[config.mk]
export PLATFORM = sky130hd
export DESIGN_NAME = mat_vec_serial_loader_flat
export DESIGN_NICKNAME = d
export VERILOG_FILES = /design/src/rtl/mat_vec_serial_loader_pkg.sv /design/src/rtl/mat_vec_serial_loader_if.sv /design/src/rtl/mat_vec_serial_loader_sp_bit_capture.sv /design/src/rtl/mat_vec_serial_loader.sv /design/src/flat_wrapper.sv
export SDC_FILE = /design/constraint.sdc
export NUM_CORES = 1
export LEC_CHECK = 0
export BUFFER_PORTS_ARGS = -buffer_cell sky130_fd_sc_hd__clkbuf_2
export CAP_MARGIN = 0
export CORE_MARGIN = 3
export CORE_UTILIZATION = 49
export DETAILED_ROUTE_END_ITERATION = 16
export HOLD_SLACK_MARGIN = 0.12
export PLACE_DENSITY = 0.87
export SYNTH_ARGS = -nofsm -noshare
export SYNTH_HDL_FRONTEND = slang
export SYNTH_HIERARCHICAL = 1
export SYNTH_SLANG_ARGS = --single-unit
[constraint.sdc]
create_clock -name clk -period 1.8 [get_ports clk]
set_input_delay 0.36 -clock clk [delete_from_list [all_inputs] [get_ports clk]]
set_output_delay 0.36 -clock clk [all_outputs]
set_load 0.05 [all_outputs]
[src/rtl/mat_vec_serial_loader_pkg.sv]
// Shared definitions for serial-feeder blocks: state encoding and the
// stream-length helper (N*N matrix bits followed by N vector bits).
package mat_vec_serial_loader_pkg;

    typedef enum logic [1:0] {
        ST_LOAD = 2'd0,
        ST_EVAL = 2'd1,
        ST_HOLD = 2'd2
    } state_e;

    // Number of serial beats needed for one N x N matrix plus an N-bit vector.
    function automatic int unsigned stream_len(input int unsigned n);
        return n * n + n;
    endfunction

endpackage

[src/rtl/mat_vec_serial_loader_if.sv]
// Bundles the serial input stream, the multiplier operand/result wires and
// the result handshake of the loader. The slave side is the loader itself.
interface mat_vec_serial_loader_if #(
    parameter int N = 2
);
    logic             s_bit;
    logic             s_valid;
    logic             s_ready;
    logic [N*N-1:0]   m_a;
    logic [N-1:0]     m_v;
    logic             m_valid;
    logic [N-1:0]     u_in;
    logic [N-1:0]     u_out;
    logic             u_valid;
    logic             u_ready;

    modport slave (
        input  s_bit, s_valid, u_in, u_ready,
        output s_ready, m_a, m_v, m_valid, u_out, u_valid
    );

    modport master (
        output s_bit, s_valid, u_in, u_ready,
        input  s_ready, m_a, m_v, m_valid, u_out, u_valid
    );
endinterface

[src/rtl/mat_vec_serial_loader_sp_bit_capture.sv]
// Serial-to-parallel register bank: writes one addressed bit per enabled
// cycle and keeps every other bit unchanged.
module sp_bit_capture #(
    parameter int W  = 4,
    parameter int IW = (W > 1) ? $clog2(W) : 1
) (
    input  logic          clk,
    input  logic          rst,
    input  logic          i_we,
    input  logic [IW-1:0] i_idx,
    input  logic          i_bit,
    output logic [W-1:0]  o_q
);

    logic [W-1:0] r_q;

    // Capture the incoming bit at its index; clear the whole bank on reset.
    always_ff @(posedge clk) begin
        if (rst) begin
            r_q <= '0;
        end else if (i_we) begin
            r_q[i_idx] <= i_bit;
        end
    end

    assign o_q = r_q;

endmodule

[src/rtl/mat_vec_serial_loader.sv]
// Sequencer around a combinational GF(2) matrix-vector multiplier: gathers
// A (column-major) and v from a 1-bit stream, presents them for one EVAL
// cycle, then holds the sampled result until the consumer takes it.
module mat_vec_serial_loader
    import mat_vec_serial_loader_pkg::*;
#(
    parameter int N = 2
) (
    input  logic                    clk,
    input  logic                    rst,
    mat_vec_serial_loader_if.slave  bus
);

    localparam int NN  = N * N;
    localparam int L   = stream_len(N);
    localparam int CW  = $clog2(L + 1);
    localparam int IWA = $clog2(NN);
    localparam int IWV = (N > 1) ? $clog2(N) : 1;

    state_e          r_state;
    logic [CW-1:0]   r_cnt;
    logic            r_m_valid;
    logic            r_u_valid;
    logic [N-1:0]    r_u_out;

    logic            w_s_ready;
    logic            w_accept;
    logic            w_last;
    logic            w_we_a;
    logic            w_we_v;
    logic [IWA-1:0]  w_idx_a;
    logic [IWV-1:0]  w_idx_v;
    logic [NN-1:0]   w_m_a;
    logic [N-1:0]    w_m_v;

    // Decode the current beat: which bank it targets and whether it closes the stream.
    always_comb begin
        w_s_ready = 1'b0;
        w_accept  = 1'b0;
        w_last    = 1'b0;
        w_we_a    = 1'b0;
        w_we_v    = 1'b0;
        w_idx_a   = IWA'(r_cnt);
        w_idx_v   = IWV'(r_cnt - CW'(NN));
        if ((r_state == ST_LOAD) && !rst) begin
            w_s_ready = 1'b1;
        end else begin
            w_s_ready = 1'b0;
        end
        w_accept = w_s_ready && bus.s_valid;
        w_last   = (r_cnt == CW'(L - 1));
        if (r_cnt < CW'(NN)) begin
            w_we_a = w_accept;
        end else begin
            w_we_v = w_accept;
        end
    end

    sp_bit_capture #(.W(NN), .IW(IWA)) u_cap_a (
        .clk   (clk),
        .rst   (rst),
        .i_we  (w_we_a),
        .i_idx (w_idx_a),
        .i_bit (bus.s_bit),
        .o_q   (w_m_a)
    );

    sp_bit_capture #(.W(N), .IW(IWV)) u_cap_v (
        .clk   (clk),
        .rst   (rst),
        .i_we  (w_we_v),
        .i_idx (w_idx_v),
        .i_bit (bus.s_bit),
        .o_q   (w_m_v)
    );

    // LOAD -> EVAL -> HOLD sequencing with registered strobes and result.
    always_ff @(posedge clk) begin
        if (rst) begin
            r_state   <= ST_LOAD;
            r_cnt     <= '0;
            r_m_valid <= 1'b0;
            r_u_valid <= 1'b0;
            r_u_out   <= '0;
        end else begin
            case (r_state)
                ST_LOAD: begin
                    if (w_accept) begin
                        if (w_last) begin
                            r_cnt     <= '0;
                            r_m_valid <= 1'b1;
                            r_state   <= ST_EVAL;
                        end else begin
                            r_cnt <= r_cnt + CW'(1);
                        end
                    end
                end
                ST_EVAL: begin
                    r_u_out   <= bus.u_in;
                    r_u_valid <= 1'b1;
                    r_m_valid <= 1'b0;
                    r_state   <= ST_HOLD;
                end
                ST_HOLD: begin
                    if (bus.u_ready) begin
                        r_u_valid <= 1'b0;
                        r_cnt     <= '0;
                        r_state   <= ST_LOAD;
                    end
                end
                default: begin
                    r_state   <= ST_LOAD;
                    r_cnt     <= '0;
                    r_m_valid <= 1'b0;
                    r_u_valid <= 1'b0;
                end
            endcase
        end
    end

    assign bus.s_ready = w_s_ready;
    assign bus.m_a     = w_m_a;
    assign bus.m_v     = w_m_v;
    assign bus.m_valid = r_m_valid;
    assign bus.u_out   = r_u_out;
    assign bus.u_valid = r_u_valid;

endmodule

[src/flat_wrapper.sv]
// flat-port wrapper written by rule: the top's interface ports become plain ports
module mat_vec_serial_loader_flat import mat_vec_serial_loader_pkg::*;
#(
    parameter int N = 2
)
  (clk, rst, bus_s_bit, bus_s_valid, bus_u_in, bus_u_ready, bus_s_ready, bus_m_a, bus_m_v, bus_m_valid, bus_u_out, bus_u_valid);
  mat_vec_serial_loader_if #(.N(N)) bus_i ();
  input  logic clk;
  input  logic rst;
  input wire logic [$bits(bus_i.s_bit)-1:0] bus_s_bit;
  input wire logic [$bits(bus_i.s_valid)-1:0] bus_s_valid;
  input wire logic [$bits(bus_i.u_in)-1:0] bus_u_in;
  input wire logic [$bits(bus_i.u_ready)-1:0] bus_u_ready;
  output wire logic [$bits(bus_i.s_ready)-1:0] bus_s_ready;
  output wire logic [$bits(bus_i.m_a)-1:0] bus_m_a;
  output wire logic [$bits(bus_i.m_v)-1:0] bus_m_v;
  output wire logic [$bits(bus_i.m_valid)-1:0] bus_m_valid;
  output wire logic [$bits(bus_i.u_out)-1:0] bus_u_out;
  output wire logic [$bits(bus_i.u_valid)-1:0] bus_u_valid;
  assign bus_i.s_bit = bus_s_bit;
  assign bus_i.s_valid = bus_s_valid;
  assign bus_i.u_in = bus_u_in;
  assign bus_i.u_ready = bus_u_ready;
  assign bus_s_ready = bus_i.s_ready;
  assign bus_m_a = bus_i.m_a;
  assign bus_m_v = bus_i.m_v;
  assign bus_m_valid = bus_i.m_valid;
  assign bus_u_out = bus_i.u_out;
  assign bus_u_valid = bus_i.u_valid;
  mat_vec_serial_loader #(.N(N)) u_core (.clk(clk), .rst(rst), .bus(bus_i));
endmodule
==> metrics.md <==
| Metric | Value |
|---|---|
| Top post-synthesis cells by area | dfxtp_1 (43%), mux2i_1 (8.6%), nand2b_1 (5.4%), nand4bb_1 (4.8%), nor2_1 (3.8%) |
| Critical path startpoint | u_core/r_state[1] |
| Gr ovfl total | 0 |
| Area leader, netlist | dfxtp_1 |
| # resized after CTS | 0 |
| CP max-delay cell | dfxtp_1 |
| Worst path max stage delay | 0.43 ns |
| Flop2flop setup slack | 0.46 ns |
| Uppermost layer routed | met4 |
| CTS tree | done |
| Type of the worst setup path | reg -> out |
| RSZ-0062 raised after global routing | no |
| Setup_tns | 0 ns |
| Htree depth | 1 |
| Root buffer cell | clkbuf_4 |
| Syn_area_per_cell | 9.56 µm² |
| Crit path to | bus_s_ready |
| Area occupied by multi-input gates | 377 µm² |
| Post-Syn Area | 698 µm² |
| Vias in the first global route | 551 |
| CORE AREA | 1220 µm² |
| Die height | 43.7 µm |
| Final WL | 1360 µm |
| Post-synth top area share | 0.430 |
| Crit share post-route | 0.897 |
| Hold Buf Count CTS | 0 |
| Syn Inst Count | 73 |
| RD Place Congestion | 0.731 |
| Wire length on met2 | 637 µm |
| Register-to-Register Path Depth | 5 |
| Crit path max fanout | 10 |
| Initial Utilization | 0.574 |
| CP endpoint kind | primary output |
| FF/Latch Area | 300 µm² |
| DR pass1 iterations | 4 |
| Pwr dens | 712 nW/µm² |
| # port buffers | 17 |
| CP delay by family, top | flip-flops |
| Final setup fails | 0 |
| Hold WC Path Type | in -> reg |
| GRT Total Usage | 0.170 |
| Vias | 607 |
| RR Startpoint | u_core/r_state[1] |
| Initial antenna violation count | 0 |
| Vias/cell | 5.73 |
| Post-layout min period | 1.61 ns |
| Critical Path AT | 1.25 ns |
| Yosys Warn Count | 6 |
| # IOs | 18 |
| Buf/Inv on CP | 1 |
| Number of antenna diodes | 0 |
| DIE AREA | 1910 µm² |
| Skew-Pair Late Insertion Delay | 0.27 ns |
| Lkg Pwr | 0.000334 µW |
| Post-DP HPWL | 979 µm |
| P&R area growth vs syn | 18.1% |
| DRC violations left | 0 |
| Largest net degree at the start of global routing | 18 |
| Slew HR | 0.673 |
| CTS max path bufs | 2 |
| Final hold vios | 0 |
| Fill cells | 87 |
| FMAX | 619 MHz |
| Worst reg2reg endpoint | u_core/u_cap_a/o_q[0] |
| First-pass GRT wire length | 2410 µm |
| CTS Sinks | 15 |
| Site row count | 12 |
| Nets | 100 |
| Req. time, crit path | 1.44 ns |
| Worst slew pin tran | 0.490 ns |
| Post-synthesis sequential area ratio | 0.430 |
| Drt wl/cell | 12.8 µm |
| Worst-path cell chain | nor3_4, clkbuf_2 |
| Number of cells on the critical path | 2 |
| Clk slew on worst S/H paths | 0.08 ns |
| Status | completed |
| Die width | 43.7 µm |
| Maxcap violations | 0 |
| Unique cell type count in the Yosys netlist | 27 |
| Final Total Pwr | 587 µW |
| Met3 wire length | 75 µm |
| Net Count, Synth | 80 |
| Clock skew | 0.00121 ns |
| Layout cell share with drive strength beyond 1 | 0.304 |
| VDD IR-drop max | 0.501 mV |
| Inserted Clock Buffers | 3 |
| DR iter-0 viols | 20 |
| WL met1 | 616 µm |
| Antenna Nets Post-Route | 0 |
| Post-synthesis register bit count | 15 |
| Post-CTS Setup Bufs | 0 |
| Crit path launch type | flip-flop |
| Slew Limit Fails | 0 |
==> tightest hold or removal path: cells and delay by family <==
kind	cells	cell delay [ns]
buffers and inverters	1	0.08
muxes	1	0.06
and+or+nand+nor	1	0.08
==> where the power goes <==
group	total [µW]	internal (µW)	leakage [µW]	switching (µW)
clock	186	85.9	0.0000150	99.7
combinational	55.5	22.9	0.000197	32.5
sequential	346	336	0.000121	9.80
total	587	445	0.000334	142
==> cells by family (layout without fill, tap and decap cells) <==
family                 after synthesis  count (layout)  synth area share
flip-flops                          15              15             0.430
AND/OR/NAND/NOR                     36              36             0.335
AO/OA/AOI/OAI                       10              10            0.0950
buffers and inverters                6              25            0.0538
multiplexers                         6               6            0.0860
==> per-layer routing <==
layer | vias to the layer above | GRT usage
met2 | 16 | 0.253
li1 | 301 | -
met3 | 4 | 0.0539
met1 | 286 | 0.215
met5 | - | 0
met4 | 0 | 0.0964
==> how the worst min path moves through the flow <==
stage,startpoint,endpoint,slack (ns),cells past startpoint
finish,bus_u_in[0],u_core/bus.u_out[0],0.34,3
global route,bus_s_bit,u_core/u_cap_v/o_q[1],0.35,3
global placement,u_core/u_cap_v/o_q[0],u_core/u_cap_v/o_q[0],0.45,2
CTS,bus_u_in[0],u_core/bus.u_out[0],0.34,3
floorplan,rst,u_core/u_cap_v/o_q[1],0.42,1
detailed placement,u_core/u_cap_v/o_q[0],u_core/u_cap_v/o_q[0],0.46,2
==> sequential cells by signal (all words and copies together) (netlist names) <==
signal and cells:
u_core/bus.m_valid 1, u_core/bus.u_out 2, u_core/bus.u_valid 1, u_core/r_cnt 3
u_core/r_state 2, u_core/u_cap_a/o_q 4, u_core/u_cap_v/o_q 2
==> placed cells by master (no fill, tap or decap), types with 2 or more instances in the layout <==
cell,count
inv_1,3
nor2b_1,2
nand3_1,4
nand4bb_1,3
nor3_1,2
nand2b_1,6
mux2i_1,6
nor2_1,6
a21oi_1,3
nand3b_1,2
clkbuf_2,17
clkbuf_4,3
o21ai_0,2
dfxtp_1,15
==> through the flow <==
step	setup slack [ns]	hold slack, ns	cells	cell area, µm²	util
final	0.185	0.336	106	825	0.678
after global routing	0.0849	0.347	106	825	0.678
after CTS	0.180	0.340	106	825	0.678
after detailed placement	0.448	0.464	102	798	0.656
after floorplan	0.0106	0.422	73	714	-
after global placement	0.472	0.454	102	798	0.656
==> synthesized netlist by cell type, drive strengths merged <==
cell type and n:
a21bo 1, a21oi 4, a31oi 1, buf 2, clkbuf 1, dfxtp 15, inv 3, mux2i 6
nand2 2, nand2b 6, nand3 4, nand3b 2, nand4 1, nand4b 1, nand4bb 3, nor2 7
nor2b 3, nor3 3, nor3b 2, nor4b 1, o21ai 3, o41a 1, or4 1
==> cell type report <==
type	count	share of cell area
Multi-Input combinational cell	52	0.457
Sequential cell	15	0.364
Timing Repair Buffer	18	0.112
Clock buffer	4	0.0319
Tap cell	14	0.0212
Inverter	3	0.0137
No activity file was read; power rests on OpenSTA's default activity.
